File: src/rtl/vread_stream.sv
// vread_stream: burst-reads the databus into an external 2-port memory while streaming stored
// words onto out0 via a delayed two-level address generator. VREAD_STREAM_OUT_REG_EN adds an out0 register.
module vread_stream #(
  parameter int DATA_W     = 32,
  parameter int ADDR_W     = 16,
  parameter int PERIOD_W   = 14,
  parameter int AXI_ADDR_W = 32,
  parameter int AXI_DATA_W = 32,
  parameter int DELAY_W    = 7,
  parameter int LEN_W      = 16
) (
  input  logic                    clk,
  input  logic                    rst,
  input  logic                    run,
  input  logic                    running,
  output logic                    done,
  output logic                    databus_valid_0,
  output logic [AXI_ADDR_W-1:0]   databus_addr_0,
  output logic [LEN_W-1:0]        databus_len_0,
  input  logic                    databus_ready_0,
  input  logic [AXI_DATA_W-1:0]   databus_rdata_0,
  input  logic                    databus_last_0,
  output logic [AXI_DATA_W-1:0]   databus_wdata_0,
  output logic [AXI_DATA_W/8-1:0] databus_wstrb_0,
  output logic                    ext_2p_write_0,
  output logic [ADDR_W-1:0]       ext_2p_addr_out_0,
  output logic [AXI_DATA_W-1:0]   ext_2p_data_out_0,
  output logic                    ext_2p_read_0,
  output logic [ADDR_W-1:0]       ext_2p_addr_in_0,
  input  logic [DATA_W-1:0]       ext_2p_data_in_0,
  output logic [DATA_W-1:0]       out0,
  input  logic [AXI_ADDR_W-1:0]   ext_addr,
  input  logic [LEN_W-1:0]        length,
  input  logic                    enabled,
  input  logic                    pingPong,
  input  logic [ADDR_W-1:0]       start,
  input  logic [ADDR_W-1:0]       incr,
  input  logic [PERIOD_W-1:0]     per,
  input  logic [ADDR_W-1:0]       iter,
  input  logic [ADDR_W-1:0]       shift,
  input  logic [DELAY_W-1:0]      delay0
);

  typedef enum logic [1:0] {F_IDLE, F_REQ, F_DONE} fill_st_t;
  typedef enum logic [1:0] {S_IDLE, S_DELAY, S_RUN} strm_st_t;

  fill_st_t              fill_st_q, fill_st_d;
  strm_st_t              strm_st_q, strm_st_d;
  logic [AXI_ADDR_W-1:0] addr_q, addr_d;
  logic [LEN_W-1:0]      len_q, len_d;
  logic [ADDR_W-1:0]     wcnt_q, wcnt_d;
  logic                  pp_q, pp_d, ppen_q, ppen_d;
  logic [DELAY_W-1:0]    dcnt_q, dcnt_d;
  logic [ADDR_W-1:0]     a_q, a_d, incr_q, incr_d, shift_q, shift_d, icnt_q, icnt_d;
  logic [PERIOD_W-1:0]   per_q, per_d, pcnt_q, pcnt_d;
  logic                  rd_q;
  logic [DATA_W-1:0]     out_q;
  logic                  beat, sread, fill_done, stream_done;

  assign beat  = (fill_st_q == F_REQ) && databus_ready_0;
  assign sread = (strm_st_q == S_RUN) && running;

  always_comb begin
    fill_st_d = fill_st_q;
    addr_d    = addr_q;
    len_d     = len_q;
    wcnt_d    = wcnt_q;
    pp_d      = pp_q;
    ppen_d    = ppen_q;
    if (run) begin
      pp_d   = pingPong ? ~pp_q : 1'b0;
      ppen_d = pingPong;
      wcnt_d = '0;
      if (enabled && (length != '0)) begin
        fill_st_d = F_REQ;
        addr_d    = ext_addr;
        len_d     = length;
      end else begin
        fill_st_d = F_IDLE;
      end
    end else if (beat) begin
      wcnt_d = wcnt_q + ADDR_W'(1);
      if (databus_last_0) fill_st_d = F_DONE;
    end
  end

  always_comb begin
    strm_st_d = strm_st_q;
    dcnt_d    = dcnt_q;
    a_d       = a_q;
    incr_d    = incr_q;
    shift_d   = shift_q;
    per_d     = per_q;
    pcnt_d    = pcnt_q;
    icnt_d    = icnt_q;
    if (run) begin
      a_d     = start;
      incr_d  = incr;
      shift_d = shift;
      per_d   = per;
      pcnt_d  = per;
      icnt_d  = iter;
      dcnt_d  = delay0;
      if (delay0 != '0)                    strm_st_d = S_DELAY;
      else if (per == '0 || iter == '0)    strm_st_d = S_IDLE;
      else                                 strm_st_d = S_RUN;
    end else if (running) begin
      case (strm_st_q)
        S_DELAY: begin
          if (dcnt_q == DELAY_W'(1))
            strm_st_d = (per_q == '0 || icnt_q == '0) ? S_IDLE : S_RUN;
          else
            dcnt_d = dcnt_q - DELAY_W'(1);
        end
        S_RUN: begin
          // the shift rides on top of the period's final increment
          if (pcnt_q == PERIOD_W'(1)) begin
            pcnt_d = per_q;
            a_d    = a_q + incr_q + shift_q;
            if (icnt_q == ADDR_W'(1)) strm_st_d = S_IDLE;
            else                      icnt_d    = icnt_q - ADDR_W'(1);
          end else begin
            pcnt_d = pcnt_q - PERIOD_W'(1);
            a_d    = a_q + incr_q;
          end
        end
        default: ;
      endcase
    end
  end

  always_ff @(posedge clk) begin
    if (rst) begin
      fill_st_q <= F_IDLE;
      strm_st_q <= S_IDLE;
      addr_q    <= '0;
      len_q     <= '0;
      wcnt_q    <= '0;
      pp_q      <= 1'b0;
      ppen_q    <= 1'b0;
      dcnt_q    <= '0;
      a_q       <= '0;
      incr_q    <= '0;
      shift_q   <= '0;
      per_q     <= '0;
      pcnt_q    <= '0;
      icnt_q    <= '0;
      rd_q      <= 1'b0;
      out_q     <= '0;
    end else begin
      fill_st_q <= fill_st_d;
      strm_st_q <= strm_st_d;
      addr_q    <= addr_d;
      len_q     <= len_d;
      wcnt_q    <= wcnt_d;
      pp_q      <= pp_d;
      ppen_q    <= ppen_d;
      dcnt_q    <= dcnt_d;
      a_q       <= a_d;
      incr_q    <= incr_d;
      shift_q   <= shift_d;
      per_q     <= per_d;
      pcnt_q    <= pcnt_d;
      icnt_q    <= icnt_d;
      rd_q      <= sread;
      if (rd_q) out_q <= ext_2p_data_in_0;
    end
  end

`ifdef VREAD_STREAM_OUT_REG_EN
  logic sidle_q;
  always_ff @(posedge clk) begin
    if (rst) sidle_q <= 1'b1;
    else     sidle_q <= (strm_st_q == S_IDLE);
  end
  assign out0        = out_q;
  assign stream_done = (strm_st_q == S_IDLE) && sidle_q;
`else
  assign out0        = rd_q ? ext_2p_data_in_0 : out_q;
  assign stream_done = (strm_st_q == S_IDLE);
`endif

  assign fill_done = (fill_st_q != F_REQ);
  assign done      = fill_done && stream_done;

  assign databus_valid_0 = (fill_st_q == F_REQ);
  assign databus_addr_0  = addr_q;
  assign databus_len_0   = len_q;
  assign databus_wdata_0 = '0;
  assign databus_wstrb_0 = '0;

  // ping-pong: fill owns bank pp, stream owns the opposite bank
  assign ext_2p_write_0    = beat;
  assign ext_2p_addr_out_0 = ppen_q ? {pp_q, wcnt_q[ADDR_W-2:0]} : wcnt_q;
  assign ext_2p_data_out_0 = databus_rdata_0;
  assign ext_2p_read_0     = sread;
  assign ext_2p_addr_in_0  = ppen_q ? {~pp_q, a_q[ADDR_W-2:0]} : a_q;

endmodule
File: config.mk
export PLATFORM = sky130hd
export DESIGN_NAME = vread_stream
export DESIGN_NICKNAME = d
export VERILOG_FILES = /design/src/rtl/vread_stream.sv
export SDC_FILE = /design/constraint.sdc
export NUM_CORES = 1
export LEC_CHECK = 0
export BUFFER_PORTS_ARGS = -buffer_cell sky130_fd_sc_hd__buf_2
export CAP_MARGIN = 30
export CORE_AREA = 2 2 149 151
export DETAILED_ROUTE_END_ITERATION = 12
export DIE_AREA = 0 0 151 153
export HOLD_SLACK_MARGIN = 0.08
export PLACE_DENSITY_LB_ADDON = 0.15
export SYNTH_ARGS = -nofsm -noshare
export SYNTH_HDL_FRONTEND = slang
export SYNTH_SLANG_ARGS = --single-unit
File: constraint.sdc
create_clock -name clk -period 8 [get_ports clk]
set_input_delay 1.2 -clock clk [delete_from_list [all_inputs] [get_ports clk]]
set_output_delay 1.2 -clock clk [all_outputs]
set_load 0.005 [all_outputs]
==> reports/qor.txt <==
status - finished clean
DR top layer - met5
area grow syn2layout - 16.3%
routed via count - 9,393
Worst path slowest cell - or4b_1
setup violators final - 0
# nets final - 1,736
Synth Flop Type - dfxtp_1
CTS Root Cell - clkbuf_16
Setup CP Type - reg2reg
met1 WL - 11,800 um
Synth cell types - 70
# Max-Cap Violations - 0
Initial Util - 50.3%
Post-Synthesis Cells - 1,298
syn_area_per_cell - 8.33 um^2
IO Port Bufs - 288
routed len/inst - 15.4 um
post-CTS setup buffers - 0
TritonCTS Sinks - 202
Slew @ Worst Pin - 0.838 ns
Largest stage delay, worst path - 0.60 ns
Lkg Pwr - 0.00577 uW
CP arrival - 4.63 ns
CTS Hold Bufs - 0
Slew headroom - 44.1%
Cell Area, Synth - 10,800 um^2
fin crit share - 53.4%
FP Rows - 54
delay-heaviest family, CP - compound AO/OA/AOI/OAI gates
Final HPWL DP - 20,300 um
Placer Congestion - 0.879
core area - 21,500 um^2
Worst-path clk slew - 0.06 ns
cells along the critical path - ha_1 > a2111oi_0 > o21ai_0 > a41oi_1 > xnor2_1 > ha_1 > nand4_1 > nor4_1 > or4b_1 > a211oi_2 > a21oi_1 > mux2i_1 > mux2i_1 > a221oi_2
total gr overflow - 0
Worst EP required - 8.36 ns
post-place instance area - 11,800 um^2
post-place setup slack - 3.78 ns
peak supply drop - 197 uV
number of synthesized flops with an enable pin - 0
largest net degree at the start of global routing - 97
Power Density - 199 nW/um^2
CP Max Fanout - 5
GRT Total Usage - 23.1%
CP endpoint kind - register
die area - 23,100 um^2
Chip Height - 153 um
post-layout minimum cycle time - 4.27 ns
Final ANT Viol Nets - 0
clock skew - 0.0134 ns
Fillers - 1,967
first-pass GRT wire length - 43,800 um
Max Fclk - 234 MHz
DRT Pass-1 Iters - 5
Die X - 151 um
Final TNS setup - 0 ns
TritonCTS Buffers - 23
drt drc - 0
CTS tree - done
final wirelength - 27,500 um
sequential fraction of the synthesis area - 37.4%
num ports - 389
post_cts resized - 0
CTS Buffer Depth - 3
asr flop ratio synth - 0%
DR iter-0 viols - 417
CP Launch Type - register
Final WS setup - 3.73 ns
Worst Path Buf+Inv - 0
Worst-Skew Late Latency - 0.52 ns
initial antenna violation count - 7
max-slew violations - 0
met3 WL - 2250 um
RSZ-0062 raised after global routing - no
vias per cell - 5.26
H-Tree Depth - 1
#FFs+latches synth - 202
Ys Warns - 0
HP Class - reg2reg
Final Instance Area - 12,600 um^2
hold_ws - 0.451 ns
final hold vios - 0
WL met2 - 12,900 um
layout cells sized above 1 - 25.4%
number of global-route vias before repair - 8,710
layout make-up:
| class | instances | area [um^2] | area share [%] |
|---|---|---|---|
| clock inverter | 9 | 82.6 | 0.657 |
| sequential | 202 | 4040 | 32.2 |
| tap | 280 | 350 | 2.79 |
| clock buffer | 32 | 659 | 5.25 |
| antenna | 2 | 5.00 | 0.0398 |
| inverter | 19 | 71.3 | 0.567 |
| timing repair buffer | 298 | 1540 | 12.3 |
| multi-input combinational | 945 | 5820 | 46.3 |
metrics by stage:
step                power (uW)  utilization, %  std cells
floorplan                 1390               -       1333
global placement          1480            54.9       1742
detailed placement        1480            55.0       1744
CTS                       2540            58.5       1785
global route              2630            58.5       1786
finish                    2500            58.5       1787
registers in the layout (all words and copies together), names as in the netlist:
signal	cells
databus_len_0	16
incr_q	16
wcnt_q	16
ppen_q	1
shift_q	16
icnt_q	16
fill_st_q	2
databus_addr_0	32
per_q	14
dcnt_q	7
pcnt_q	14
out_q	32
rd_q	1
a_q	16
strm_st_q	2
pp_q	1
power by group:
group / switching [uW] / internal, uW
clock network: 429 / 609
logic: 209 / 166
registers: 35.9 / 1050
total: 674 / 1830
final timing paths:
| kind | startpoint | endpoint | slack (ns) | cells after the start |
|---|---|---|---|---|
| setup reg to reg | a_q[4] | a_q[15] | 3.73 | 14 |
| hold reg to reg | databus_addr_0[16] | databus_addr_0[16] | 0.45 | 2 |
| hold / removal | databus_addr_0[16] | databus_addr_0[16] | 0.45 | 2 |
| setup / recovery | a_q[4] | a_q[15] | 3.73 | 14 |
cell families (layout without fill, tap and decap cells):
group,Yosys count,in the layout,synth area share (%)
flip-flops,202,202,37.4
multiplexers,87,87,8.46
AO/OA/AOI/OAI,239,239,13.3
other,1,38,0.0347
XOR/XNOR,57,57,4.62
buffers and inverters,186,358,10.0
AND/OR/NAND/NOR,484,484,21.1
adder cells (fa/ha/maj),42,42,5.00
cells in the final DEF (no fill, tap or decap), types with 11 or more instances in the layout:
cell type,Yosys,final
buf_2,1,286
dfxtp_1,202,202
nand2_1,166,166
nor2_1,139,139
a21oi_1,129,129
mux2i_1,52,52
and2_1,41,41
ha_1,40,40
conb_1,1,36
mux2_2,35,35
xnor2_1,32,32
o21ai_0,30,30
nor3_1,29,28
xor2_1,25,25
nor4_1,23,23
clkbuf_16,0,23
nand3_1,22,22
inv_1,18,18
a211oi_1,17,17
nand2b_1,11,11
metal layers:
metal | vias to the layer above | global-route usage, %
met5 | - | 0
met4 | 10 | 5.34
met3 | 52 | 6.63
met2 | 308 | 39.6
met1 | 4307 | 28.6
li1 | 4716 | -
synthesized netlist by cell type, drive strengths merged, types with 11 or more instances:
master  instances  area, um^2
clkbuf         53         199
xnor2          32         280
nand2b         11        68.8
mux2i          52         521
inv            18        67.6
xor2           25         219
nand3          22         110
nor3           30         161
a211oi         19         153
nand2         167         634
and2           41         257
nor4           24         165
mux2           35         394
ha             40         500
buf           114         812
o21ai          33         165
a21oi         129         646
dfxtp         202        4040
nor2          139         522
worst min-delay path: stages, from the launching register on:
cell	delay, ns
dfxtp_1	0.30
nand2_1	0.05
a21oi_1	0.05
Power figures use the tool's default switching activity.
